[src/rtl/score_display_ctrl.sv]
// Score display controller: sequential double-dabble binary->BCD plus a 2-stage glyph render pipeline.
// Optional leading-zero blanking is compiled in with `define LEADING_ZERO_BLANK_EN.
module score_display_ctrl #(
  parameter int BIN_W      = 14,
  parameter int NUM_DIGITS = 4,
  parameter int ORIGIN_X   = 16,
  parameter int ORIGIN_Y   = 16,
  parameter int SCALE_LOG2 = 1
) (
  input  logic             sys_clk,
  input  logic             sys_rst,
  input  logic [BIN_W-1:0] score_i,
  input  logic             score_valid_i,
  input  logic [9:0]       pix_x,
  input  logic [9:0]       pix_y,
  input  logic             pix_de,
  output logic [3:0]       glyph_digit_o,
  output logic [2:0]       glyph_x_o,
  output logic [2:0]       glyph_y_o,
  input  logic             glyph_bit_i,
  output logic             score_pix_o,
  output logic             busy_o
);

  // state  | meaning
  // IDLE   | waiting for a score strobe
  // SHIFT  | BIN_W double-dabble iterations
  // COMMIT | copy working BCD to displayed digits
  typedef enum logic [1:0] {IDLE, SHIFT, COMMIT} state_t;

  localparam int          BCD_W    = 4 * NUM_DIGITS;
  localparam int          WIN_W    = (NUM_DIGITS * 8) << SCALE_LOG2;
  localparam int          WIN_H    = 8 << SCALE_LOG2;
  localparam logic [31:0] MAX_VAL  = 32'(10**NUM_DIGITS - 1);
  localparam logic [4:0]  CNT_LOAD = 5'(BIN_W - 1);

  state_t           state;
  logic [4:0]       cnt;
  logic [BIN_W-1:0] bin_q;
  logic [BCD_W-1:0] bcd_q;
  logic [BCD_W-1:0] bcd_adj;
  logic [BIN_W-1:0] pend_val;
  logic             pend_q;
  logic [3:0]       disp [NUM_DIGITS];

  function automatic logic [BIN_W-1:0] sat(input logic [BIN_W-1:0] v);
    if (32'(v) > MAX_VAL) return MAX_VAL[BIN_W-1:0];
    else                  return v;
  endfunction

  always_comb begin
    bcd_adj = bcd_q;
    for (int i = 0; i < NUM_DIGITS; i++) begin
      if (bcd_q[4*i +: 4] >= 4'd5) bcd_adj[4*i +: 4] = bcd_q[4*i +: 4] + 4'd3;
    end
  end

  always_ff @(posedge sys_clk or posedge sys_rst) begin
    if (sys_rst) begin
      state    <= IDLE;
      cnt      <= '0;
      bin_q    <= '0;
      bcd_q    <= '0;
      pend_val <= '0;
      pend_q   <= 1'b0;
      busy_o   <= 1'b0;
      for (int i = 0; i < NUM_DIGITS; i++) disp[i] <= 4'd0;
    end else begin
      case (state)
        IDLE: begin
          if (score_valid_i) begin
            bin_q  <= sat(score_i);
            bcd_q  <= '0;
            cnt    <= CNT_LOAD;
            busy_o <= 1'b1;
            state  <= SHIFT;
          end
        end
        SHIFT: begin
          if (score_valid_i) begin
            pend_val <= score_i;
            pend_q   <= 1'b1;
          end
          {bcd_q, bin_q} <= {bcd_adj[BCD_W-2:0], bin_q, 1'b0};
          if (cnt == 5'd0) state <= COMMIT;
          else             cnt   <= cnt - 5'd1;
        end
        COMMIT: begin
          for (int i = 0; i < NUM_DIGITS; i++) disp[i] <= bcd_q[4*i +: 4];
          pend_q <= 1'b0;
          // A strobe landing on the commit cycle is newer than anything pending.
          if (score_valid_i || pend_q) begin
            bin_q <= sat(score_valid_i ? score_i : pend_val);
            bcd_q <= '0;
            cnt   <= CNT_LOAD;
            state <= SHIFT;
          end else begin
            busy_o <= 1'b0;
            state  <= IDLE;
          end
        end
        default: state <= IDLE;
      endcase
    end
  end

  logic [10:0] rx, ry, idx_full;
  logic        in_win;
  logic [3:0]  digit_sel;
  logic        blank_sel;
  logic        in_win_d;
  logic        blank_d;

  // 11-bit subtraction: a coordinate left of / above the origin sets bit 10.
  assign rx       = {1'b0, pix_x} - 11'(ORIGIN_X);
  assign ry       = {1'b0, pix_y} - 11'(ORIGIN_Y);
  assign idx_full = rx >> (SCALE_LOG2 + 3);
  assign in_win   = pix_de && !rx[10] && (rx < 11'(WIN_W)) && !ry[10] && (ry < 11'(WIN_H));

  always_comb begin
    digit_sel = 4'd0;
    for (int j = 0; j < NUM_DIGITS; j++) begin
      if (idx_full == 11'(j)) digit_sel = disp[NUM_DIGITS-1-j];
    end
  end

`ifdef LEADING_ZERO_BLANK_EN
  logic zero_run;
  always_comb begin
    blank_sel = 1'b0;
    zero_run  = 1'b1;
    for (int j = 0; j < NUM_DIGITS; j++) begin
      zero_run = zero_run && (disp[NUM_DIGITS-1-j] == 4'd0);
      if (idx_full == 11'(j)) blank_sel = zero_run && (j != NUM_DIGITS - 1);
    end
  end
`else
  assign blank_sel = 1'b0;
`endif

  always_ff @(posedge sys_clk or posedge sys_rst) begin
    if (sys_rst) begin
      glyph_digit_o <= 4'd0;
      glyph_x_o     <= 3'd0;
      glyph_y_o     <= 3'd0;
      in_win_d      <= 1'b0;
      blank_d       <= 1'b0;
      score_pix_o   <= 1'b0;
    end else begin
      in_win_d <= in_win;
      if (in_win) begin
        glyph_digit_o <= digit_sel;
        glyph_x_o     <= rx[SCALE_LOG2 +: 3];
        glyph_y_o     <= ry[SCALE_LOG2 +: 3];
        blank_d       <= blank_sel;
      end
      score_pix_o <= in_win_d & glyph_bit_i & ~blank_d;
    end
  end

endmodule
[config.mk]
export PLATFORM = sky130hd
export DESIGN_NAME = score_display_ctrl
export DESIGN_NICKNAME = d
export VERILOG_FILES = /design/src/rtl/score_display_ctrl.sv
export SDC_FILE = /design/constraint.sdc
export NUM_CORES = 1
export LEC_CHECK = 0
export ABC_AREA = 1
export BUFFER_PORTS_ARGS = -buffer_cell sky130_fd_sc_hd__buf_4
export CORE_MARGIN = 2
export CORE_UTILIZATION = 63
export DETAILED_ROUTE_END_ITERATION = 12
export GPL_TIMING_DRIVEN = 0
export HOLD_SLACK_MARGIN = 0.15
export PLACE_DENSITY = 0.91
export SYNTH_ARGS = -nofsm -noshare
export SYNTH_HDL_FRONTEND = slang
export SYNTH_SLANG_ARGS = --single-unit
[constraint.sdc]
create_clock -name sys_clk -period 4.5 [get_ports sys_clk]
set_input_delay 0.675 -clock sys_clk [delete_from_list [all_inputs] [get_ports sys_clk]]
set_output_delay 0.675 -clock sys_clk [all_outputs]
set_load 0.03 [all_outputs]
## Yosys cells after proc, flatten, opt, wreduce, memory -nomap -nowiden

Cells that the tools add are included.

- Register bits: 81
- ROM bits: 0
- Bits in writable memories: 0
- Input port bits: 39
- Logic and storage cells: 90
- Output and inout port bits: 12
- Memories: 0
- Latch bits: 0

- Muxes and demuxes: 29
- Magnitude comparators: 8
- Divide/modulo/power cells: 0
- Bitwise logic cells: 1
- Multiply operators: 0
- Shifts and indexed selects: 0
- Add/subtract/negate cells: 7
- Reductions and logical operators: 18
- Equal/unequal tests: 11

Operators with widths:

| operator | count |
|---|---|
| 14-bit 2-to-1 mux | 5 |
| 16-bit one-hot mux with 3 select lines | 1 |
| 14-bit one-hot mux with 3 select lines | 1 |
| 16-bit 2-to-1 mux | 2 |
| 14-bit greater-than comparator, second input constant | 2 |
| 4-bit 2-to-1 mux | 7 |
| 10-bit by 5-bit subtractor with 11-bit output, second input constant | 2 |
| 4-bit by 3-bit >= comparator with 1-bit output, second input constant | 4 |
| 5-bit 2-to-1 mux | 3 |
| 5-bit one-hot mux with 3 select lines | 1 |
| 7-bit by 2-bit == test with 1-bit output, second input constant | 2 |
| 4-bit by 2-bit adder with 4-bit output, second input constant | 3 |
| 2-bit inequality test, second input constant | 6 |
| 11-bit zero test | 1 |
| 11-bit by 5-bit < comparator with 1-bit output, second input constant | 1 |
| 11-bit by 7-bit < comparator with 1-bit output, second input constant | 1 |
| 7-bit by 1-bit == test with 1-bit output, second input constant | 1 |
| 2-bit one-hot mux with 3 select lines | 1 |
| 3-bit AND reduction | 2 |
| 5-bit zero test | 1 |
| 5-bit by 1-bit subtractor with 5-bit output, second input constant | 1 |
| 1-bit logical AND | 4 |
| 2-bit 2-to-1 mux | 2 |
| 1-bit one-hot mux with 2 select lines | 2 |
| other kinds (13) | 18 |

## Logic depth before layout (Yosys ltp)

Gate-level depths: netlist (run 1).

- Depth after elaboration: 6
- Depth in mapped cells: 13
- Gate-level depth less buffers: 12

## Worst setup path before layout (run 1)

OpenSTA, ideal clock, no wires.

- Path type: input -> register
- From: in pix_y[4]
- To: reg glyph_digit_o[0]
- Stages on the path: 10
- Arrival: 1.722 ns
- Data required time: 4.377 ns
- Setup time: 0.123 ns
- Buffers on the path: 1
- Slack: 2.655 ns
- Cells stage by stage: inv_1 > ha_1 > inv_1 > a21oi_1 > nand3_1 > nor3_1 > nand2_4 > buf_6 > nand2_1 > nand2_1

- Longest elaborated chain between the ends: 4
- Elaborated cells on any way between the ends: 5
- Classes of those cells: 1 x add/sub; 1 x order compare; 3 x reduce/logical

Ends and longest elaborated chain:

| item | line | text |
|---|---|---|
| start, declared | 15 | `input logic [9:0] pix_y,` |
| 10-bit by 5-bit subtractor with 11-bit output * | 116 | `assign ry = {1'b0, pix_y} - 11'(ORIGIN_Y);` |
| parallel branches: the longest is 2 deep, another holds 11-bit by 5-bit < comparator with 1-bit output | n/a |  |
| 1-bit logical AND * | 118 | `assign in_win = pix_de && !rx[10] && (rx < 11'(WIN_W)) && !ry[10] && (ry < 11'(WIN_H));` |
| end signal, assigned | 152 | `glyph_digit_o <= digit_sel;` |
| end, declared | 17 | `output logic [3:0] glyph_digit_o,` |

Mark *: on every way between the ends.
A chain may end at the register's enable or synchronous reset.

## Worst setup path in the final report (run 1)

- From: reg state[0]
- To: reg bcd_q[8]

- Longest elaborated chain between the ends: 3
- Elaborated cells on any way between the ends: 8
- Classes of those cells: 4 x eq/ne; 1 x mux; 3 x reduce/logical

Ends and longest elaborated chain:

| item | line | text |
|---|---|---|
| start, declared | 37 | `state_t state;` |
| start signal, assigned | 60 | `state <= IDLE;` |
| start signal, assigned | 76 | `state <= SHIFT;` |
| start signal, assigned | 85 | `if (cnt == 5'd0) state <= COMMIT;` |
| 2-bit == test, or another cell as far along | 69 | `case (state)` |
| 2-bit inequality test (no line) or 3-bit nonzero test (tied branches) | n/a |  |
| 3-bit AND reduction (no line) | n/a |  |
| end signal, assigned | 84 | `{bcd_q, bin_q} <= {bcd_adj[BCD_W-2:0], bin_q, 1'b0};` |
| end, declared | 40 | `logic [BCD_W-1:0] bcd_q;` |

Parallel ways exist; a longest one is shown, timed or not.

==> results.json, run 1 <==
{
  "synth_area_sq_um": 4460,
  "clkSinkCount": 81,
  "cp_max_fo": 9,
  "crit_chain": "inv_1, ha_1, nand2_1, nand3_1, clkinv_1, nand4_1, o21ai_0",
  "track_usage_pct": 28.7,
  "worst_pin_slew_ns": 0.676,
  "fin_crit_ns": 2.05,
  "final_cell_mix": "nand2_1, dfrtp_1, o21ai_0, inv_1, buf_4",
  "fin_cells": 749,
  "syn_to_final_growth_pct": 16.0,
  "final_common_cell": "nand2_1",
  "path_clk_slew_ns": 0.09,
  "fmax_mhz": 487,
  "use_met2_pct": 47.6,
  "numCtsBuffers": 9,
  "synth_cells": 589,
  "synth_enable_flop_cells": 0,
  "cts_root_buf": "clkbuf_8",
  "crit_buf_inv": 2,
  "r2r-start": "state[0]",
  "ctsResizeCount": 0,
  "dp.cells": 734,
  "switching_share_pct": 39.5,
  "cp-start-kind": "flip-flop",
  "place_congestion": 0.899,
  "detail-route-antenna-nets": 0,
  "rsz0062_at_grt": "false",
  "htreeDepth": 3,
  "max_cap_violations": 0,
  "clock_path_buffers": 2,
  "grt_antenna_before_repair": 0,
  "clock_skew_ns": 0.0126,
  "clkPwrFrac_pct": 21.2,
  "reg2reg_to": "bcd_q[8]",
  "drt_pre_antenna_iters": 8,
  "p_sw_mw": 1.03,
  "ys_ff_latch": 81,
  "grt_overflow": 0,
  "grt_pass1_vias": 4018,
  "slew_viol_final": 0,
  "tns_ns": 0,
  "grt_pass1_wl_um": 17300,
  "arrival_ns": 2.27,
  "hp-class": "in -> async",
  "crit_required_ns": 4.72,
  "grt_max_degree": 68,
  "p_seq_share_pct": 40.3,
  "via_per_inst": 5.53,
  "met1_usage_pct": 36.6,
  "ys_warn_count": 0,
  "cts_hold_buf": 0,
  "final_cell_area_sq_um": 5180,
  "die_w_um": 88.2,
  "pin_count": 51,
  "start_util_pct": 65.3,
  "cts_tree": "built",
  "endpoint": "bcd_q[8]",
  "cp.depth": 7,
  "cts_setup_buffers": 0,
  "hold_violations": 0,
  "fin_crit_sh_pct": 45.6,
  "routed_wl_um": 10200,
  "ys_types": 37,
  "dr_total_vias": 4139,
  "crit_type": "reg -> reg",
  "drc_errors": 0,
  "ys.flop_type": "dfrtp_1",
  "io_buffers": 48,
  "p_comb_share_pct": 38.5,
  "power_density_nw_per_um2": 502,
  "layout-drive-gt1-share_pct": 14.2,
  "outcome": "completed",
  "p_int_mw": 1.57,
  "cpLargestDelayFamily": "simple AND/OR/NAND/NOR gates",
  "insertion_delay_ns": 0.36,
  "postSynthNetCount": 643,
  "antennaDiodeCount": 0,
  "use_met3_pct": 5.37,
  "async_flop_share_pct": 100,
  "syn_area_per_cell_sq_um": 7.58,
  "rrSetupSlack_ns": 2.45,
  "fp-row-count": 30,
  "cp-startpoint": "state[0]",
  "slowest_delay_ns": 0.41,
  "leakage_nw": 2.68,
  "hpwl_um": 7650,
  "wl_per_cell_um": 13.7,
  "slew_headroom_pct": 54.5,
  "core_area_sq_um": 6830,
  "die_area_sq_um": 7770,
  "yosysSeqAreaShare_pct": 45.4,
  "layout.nets": 703,
  "power_mw": 2.60,
  "drt_iter0_drc": 369,
  "die_height_um": 88.2,
  "critPathSlowestCell": "dfrtp_1",
  "worstSetupEndpointType": "flip-flop",
  "setup_viol": 0,
  "top_usage_layer": "met2",
  "vdd_ir_drop_max_mv": 0.312,
  "post_dp_cell_area_sq_um": 4970,
  "rr_worst_depth": 7
}
==> area by class of cell <==
type | count | area [sq um]
multi-input cells | 419 | 2060
clock buffers | 11 | 151
plain buffers | 19 | 110
well taps | 96 | 120
inverters | 70 | 265
fillers | 490 | 1650
flip-flops and latches | 81 | 2030
repair buffers | 49 | 388
clock inverters | 4 | 52.6
==> worst register-to-register path, cell delays in order, from the launching register on <==
cell and delay (ns):
dfrtp_1 0.41, inv_1 0.11, ha_1 0.32, nand2_1 0.14, nand3_1 0.26, clkinv_1 0.36, nand4_1 0.21, o21ai_0 0.10
==> per-layer routing <==
layer  part of all wire, %  vias to the layer above
li1                      -                     2010
met2                    48                      159
met4                   3.0                        0
met5                     0                        -
met1                    43                     1938
met3                   5.5                       32
==> power groups by stage <==
stage	registers, mW	logic (mW)	clock network (mW)
2_1_floorplan	1.03	0.722	0
3_3_place_gp	1.04	0.934	0
4_1_cts	1.04	0.995	0.551
5_1_grt	1.07	1.14	0.586
3_5_place_dp	1.05	0.988	0
6_report	1.05	1.00	0.551
==> cell families (layout without fill, tap and decap cells) <==
group	count (synthesis)	count (layout)	share of synthesized area (%)
flops	81	81	45.4
fa+ha+maj	15	15	4.21
buf+inv	89	153	8.35
simple gates	287	287	26.7
compound gates	111	111	14.2
xor+xnor	5	5	0.981
mux	1	1	0.224
==> cell usage after synthesis, types with 5 or more instances <==
library cell	n	share of area [%]
inv_1	65	5.5
nand4_1	7	0.98
nand2_1	197	17
a21oi_1	18	2.0
nor2_1	40	3.4
nand3_1	23	2.6
nand3b_1	5	0.84
dfrtp_1	81	45
o21ai_0	66	7.4
ha_1	15	4.2
clkbuf_1	10	0.84
xor2_1	5	0.98
o22ai_1	9	1.3
==> flip-flops by register name, summed over array words and instances, names as in the netlist <==
signal	count
disp	16
cnt	5
state	2
bin_q	14
glyph_x_o	3
pend_val	14
glyph_digit_o	4
bcd_q	16
busy_o	1
score_pix_o	1
pend_q	1
glyph_y_o	3
in_win_d	1
==> worst min path at each step <==
stage	startpoint	end	slack (ns)	cells after the start
2_1_floorplan	in_win_d	score_pix_o	0.41	2
6_report	sys_rst	pend_val[5]	0.23	2
3_3_place_gp	in_win_d	score_pix_o	0.42	2
3_5_place_dp	in_win_d	score_pix_o	0.44	2
4_1_cts	sys_rst	pend_val[5]	0.24	2
5_1_grt	sys_rst	pend_val[5]	0.25	2
==> per-stage QoR <==
step / setup WS (ns) / hold slack [ns] / utilization (%)
after floorplan: 1.74 / 0.412 / -
after global placement: 0.813 / 0.416 / 72.4
after detailed placement: 2.35 / 0.445 / 72.8
after CTS: 2.46 / 0.236 / 75.8
after global routing: 2.28 / 0.245 / 75.8
final: 2.45 / 0.232 / 75.8
Power figures use the tool's default switching activity.
==> run 2, diff against run 1 <==
- CORE_UTILIZATION: 63 -> 59
- PLACE_DENSITY: 0.91 -> 0.86
- clock period: 4.5 -> 1.9 ns (I/O delays scaled with it)
==> run 2 against run 1 <==
Against the previous run: total power grew 140%; sequential share of layout area shrank 1.1 points; critical path depth is the same; clock skew shrank 0.00087 ns; non-clock buffer count grew 11; sequential cell count is the same; register-to-register slack lost 2.3 ns; clock-buffer cell count shrank 2; first-iteration DRC count shrank 33%; sequential power grew 140%; largest cell class unchanged; largest power group is now combinational logic.
==> results.json, run 2 (synthesis gave the netlist of run 1 again) <==
{
  "outcome": "completed",
  "cp_max_fo": 9,
  "top_regs": "bcd_q: 16 flops, disp: 16 flops",
  "final_cell_mix": "nand2_1, dfrtp_1, o21ai_0, inv_1, buf_4",
  "final_common_cell": "nand2_1",
  "fin_crit_ns": 1.78,
  "grt_pass1_wl_um": 18300,
  "clock_path_buffers": 2,
  "wl_per_cell_um": 14.0,
  "detail-route-antenna-nets": 0,
  "place_congestion": 0.960,
  "layout.nets": 714,
  "leakage_nw": 2.74,
  "power_density_nw_per_um2": 1180,
  "track_usage_pct": 27.3,
  "multi_input_area_sq_um": 2080,
  "switching_share_pct": 40.1,
  "grt_pass1_vias": 4134,
  "hpwl_um": 7820,
  "slew_headroom_pct": 53.6,
  "arrival_ns": 2.01,
  "fin_cells": 764,
  "hold_path.startpoint": "score_i[9]",
  "die_w_um": 91.0,
  "r2r-start": "state[0]",
  "slew_viol_final": 0,
  "path_clk_slew_ns": 0.09,
  "cts_root_buf": "clkbuf_8",
  "crit_type": "reg -> reg",
  "setup_viol": 0,
  "drt_iter0_drc": 246,
  "pin_count": 51,
  "die_area_sq_um": 8280,
  "numCtsBuffers": 9,
  "die_height_um": 91.0,
  "worst_pin_slew_ns": 0.690,
  "start_util_pct": 61.2,
  "hold_violations": 0,
  "dr_total_vias": 4219,
  "grt_antenna_before_repair": 0,
  "insertion_delay_ns": 0.36,
  "whs_ns": 0.232,
  "tns_ns": 0,
  "core_area_sq_um": 7290,
  "cp-start-kind": "flip-flop",
  "via_per_inst": 5.52,
  "vdd_ir_drop_max_mv": 0.892,
  "fillers": 562,
  "seqCellArea_sq_um": 2030,
  "clkPwrFrac_pct": 20.5,
  "min_to": "pend_val[9]",
  "hp-class": "in -> reg",
  "syn_to_final_growth_pct": 19.3,
  "drt_pre_antenna_iters": 5,
  "grt_overflow": 0,
  "fmax_mhz": 561,
  "max_cap_violations": 0,
  "rrSetupSlack_ns": 0.12,
  "p_int_mw": 3.76,
  "routed_wl_um": 10700,
  "reg2reg_to": "bcd_q[8]",
  "clkSinkCount": 81,
  "rr_worst_depth": 7,
  "p_comb_share_pct": 40.2,
  "htreeDepth": 3,
  "grt_max_degree": 38,
  "layout-drive-gt1-share_pct": 16.2,
  "worstSetupEndpointType": "flip-flop",
  "p_seq_share_pct": 39.3,
  "p_sw_mw": 2.52,
  "io_buffers": 48,
  "drc_errors": 0,
  "cts_tree": "built",
  "hold-path-cell-count": 3,
  "clock_skew_ns": 0.0117,
  "antennaDiodeCount": 0,
  "fin_crit_sh_pct": 93.9,
  "crit_required_ns": 2.13,
  "dp.cells": 738,
  "fp-row-count": 31
}
==> run 2: changes by cell type in the layout (fill, tap and decap cells not counted), moves of 3 or more <==
cell           delta
dlygate4sd3_1     +8
clkbuf_2          +4
inv_1             -3
buf_2             -3
clkbuf_1          -4
inv_2             +3
==> run 2: through the flow <==
stage | instance area, sq um | worst slack, ns | power [mW] | utilization [%]
floorplan | 4470 | 0.280 | 4.16 | -
global placement | 4950 | -0.00289 | 4.70 | 67.9
detailed placement | 4990 | -0.0701 | 4.83 | 68.4
CTS | 5280 | 0.00813 | 6.16 | 72.5
global route | 5330 | -0.0106 | 6.72 | 73.0
finish | 5330 | 0.117 | 6.28 | 73.0
==> run 2: power by group through the flow <==
| stage | logic [mW] | registers (mW) | clock network (mW) |
|---|---|---|---|
| after floorplan | 1.71 | 2.45 | 0 |
| after global placement | 2.23 | 2.47 | 0 |
| after detailed placement | 2.35 | 2.49 | 0 |
| after CTS | 2.40 | 2.46 | 1.30 |
| after global routing | 2.83 | 2.52 | 1.37 |
| final | 2.52 | 2.47 | 1.29 |
==> run 2: cell type report <==
class | count | area share, %
multi-input combinational | 419 | 39.0
sequential | 81 | 38.1
timing repair buffer | 60 | 9.30
inverter | 70 | 5.05
buffer | 19 | 2.44
clock buffer | 9 | 2.33
tap | 99 | 2.33
clock inverter | 7 | 1.48
==> run 2: worst max-delay path by stage <==
stage,cells past startpoint,start,endpoint
6_report,7,state[0],bcd_q[8]
5_1_grt,11,state[1],cnt[4]
4_1_cts,11,state[1],cnt[3]
3_5_place_dp,7,state[0],bcd_q[8]
3_3_place_gp,7,state[0],bcd_q[4]
2_1_floorplan,11,state[1],cnt[3]
==> run 2: timing repair <==
item	4_1_cts	5_1_grt
pin swaps	0	1
hold buffers	8	0
endpoints found under the setup margin	40	43
gates resized for setup	6	15
endpoints found under the hold margin	25	0
buffers inserted	0	2
==> run 2: layer usage <==
| metal | GRT usage, % | up-vias | wire length, um |
|---|---|---|---|
| met5 | 0 | - | 0 |
| met4 | 13.5 | 0 | 252 |
| met3 | 3.57 | 36 | 573 |
| met2 | 47.2 | 171 | 5460 |
| met1 | 33.6 | 1976 | 4430 |
| li1 | - | 2036 | - |
==> run 2: critical path, cell delays in order, from the launching register on <==
cell and delay, ns:
dfrtp_1 0.41, inv_1 0.14, ha_2 0.21, nand2_2 0.08, nand3_1 0.31, clkinv_2 0.25
nand4_1 0.16, o21ai_0 0.10
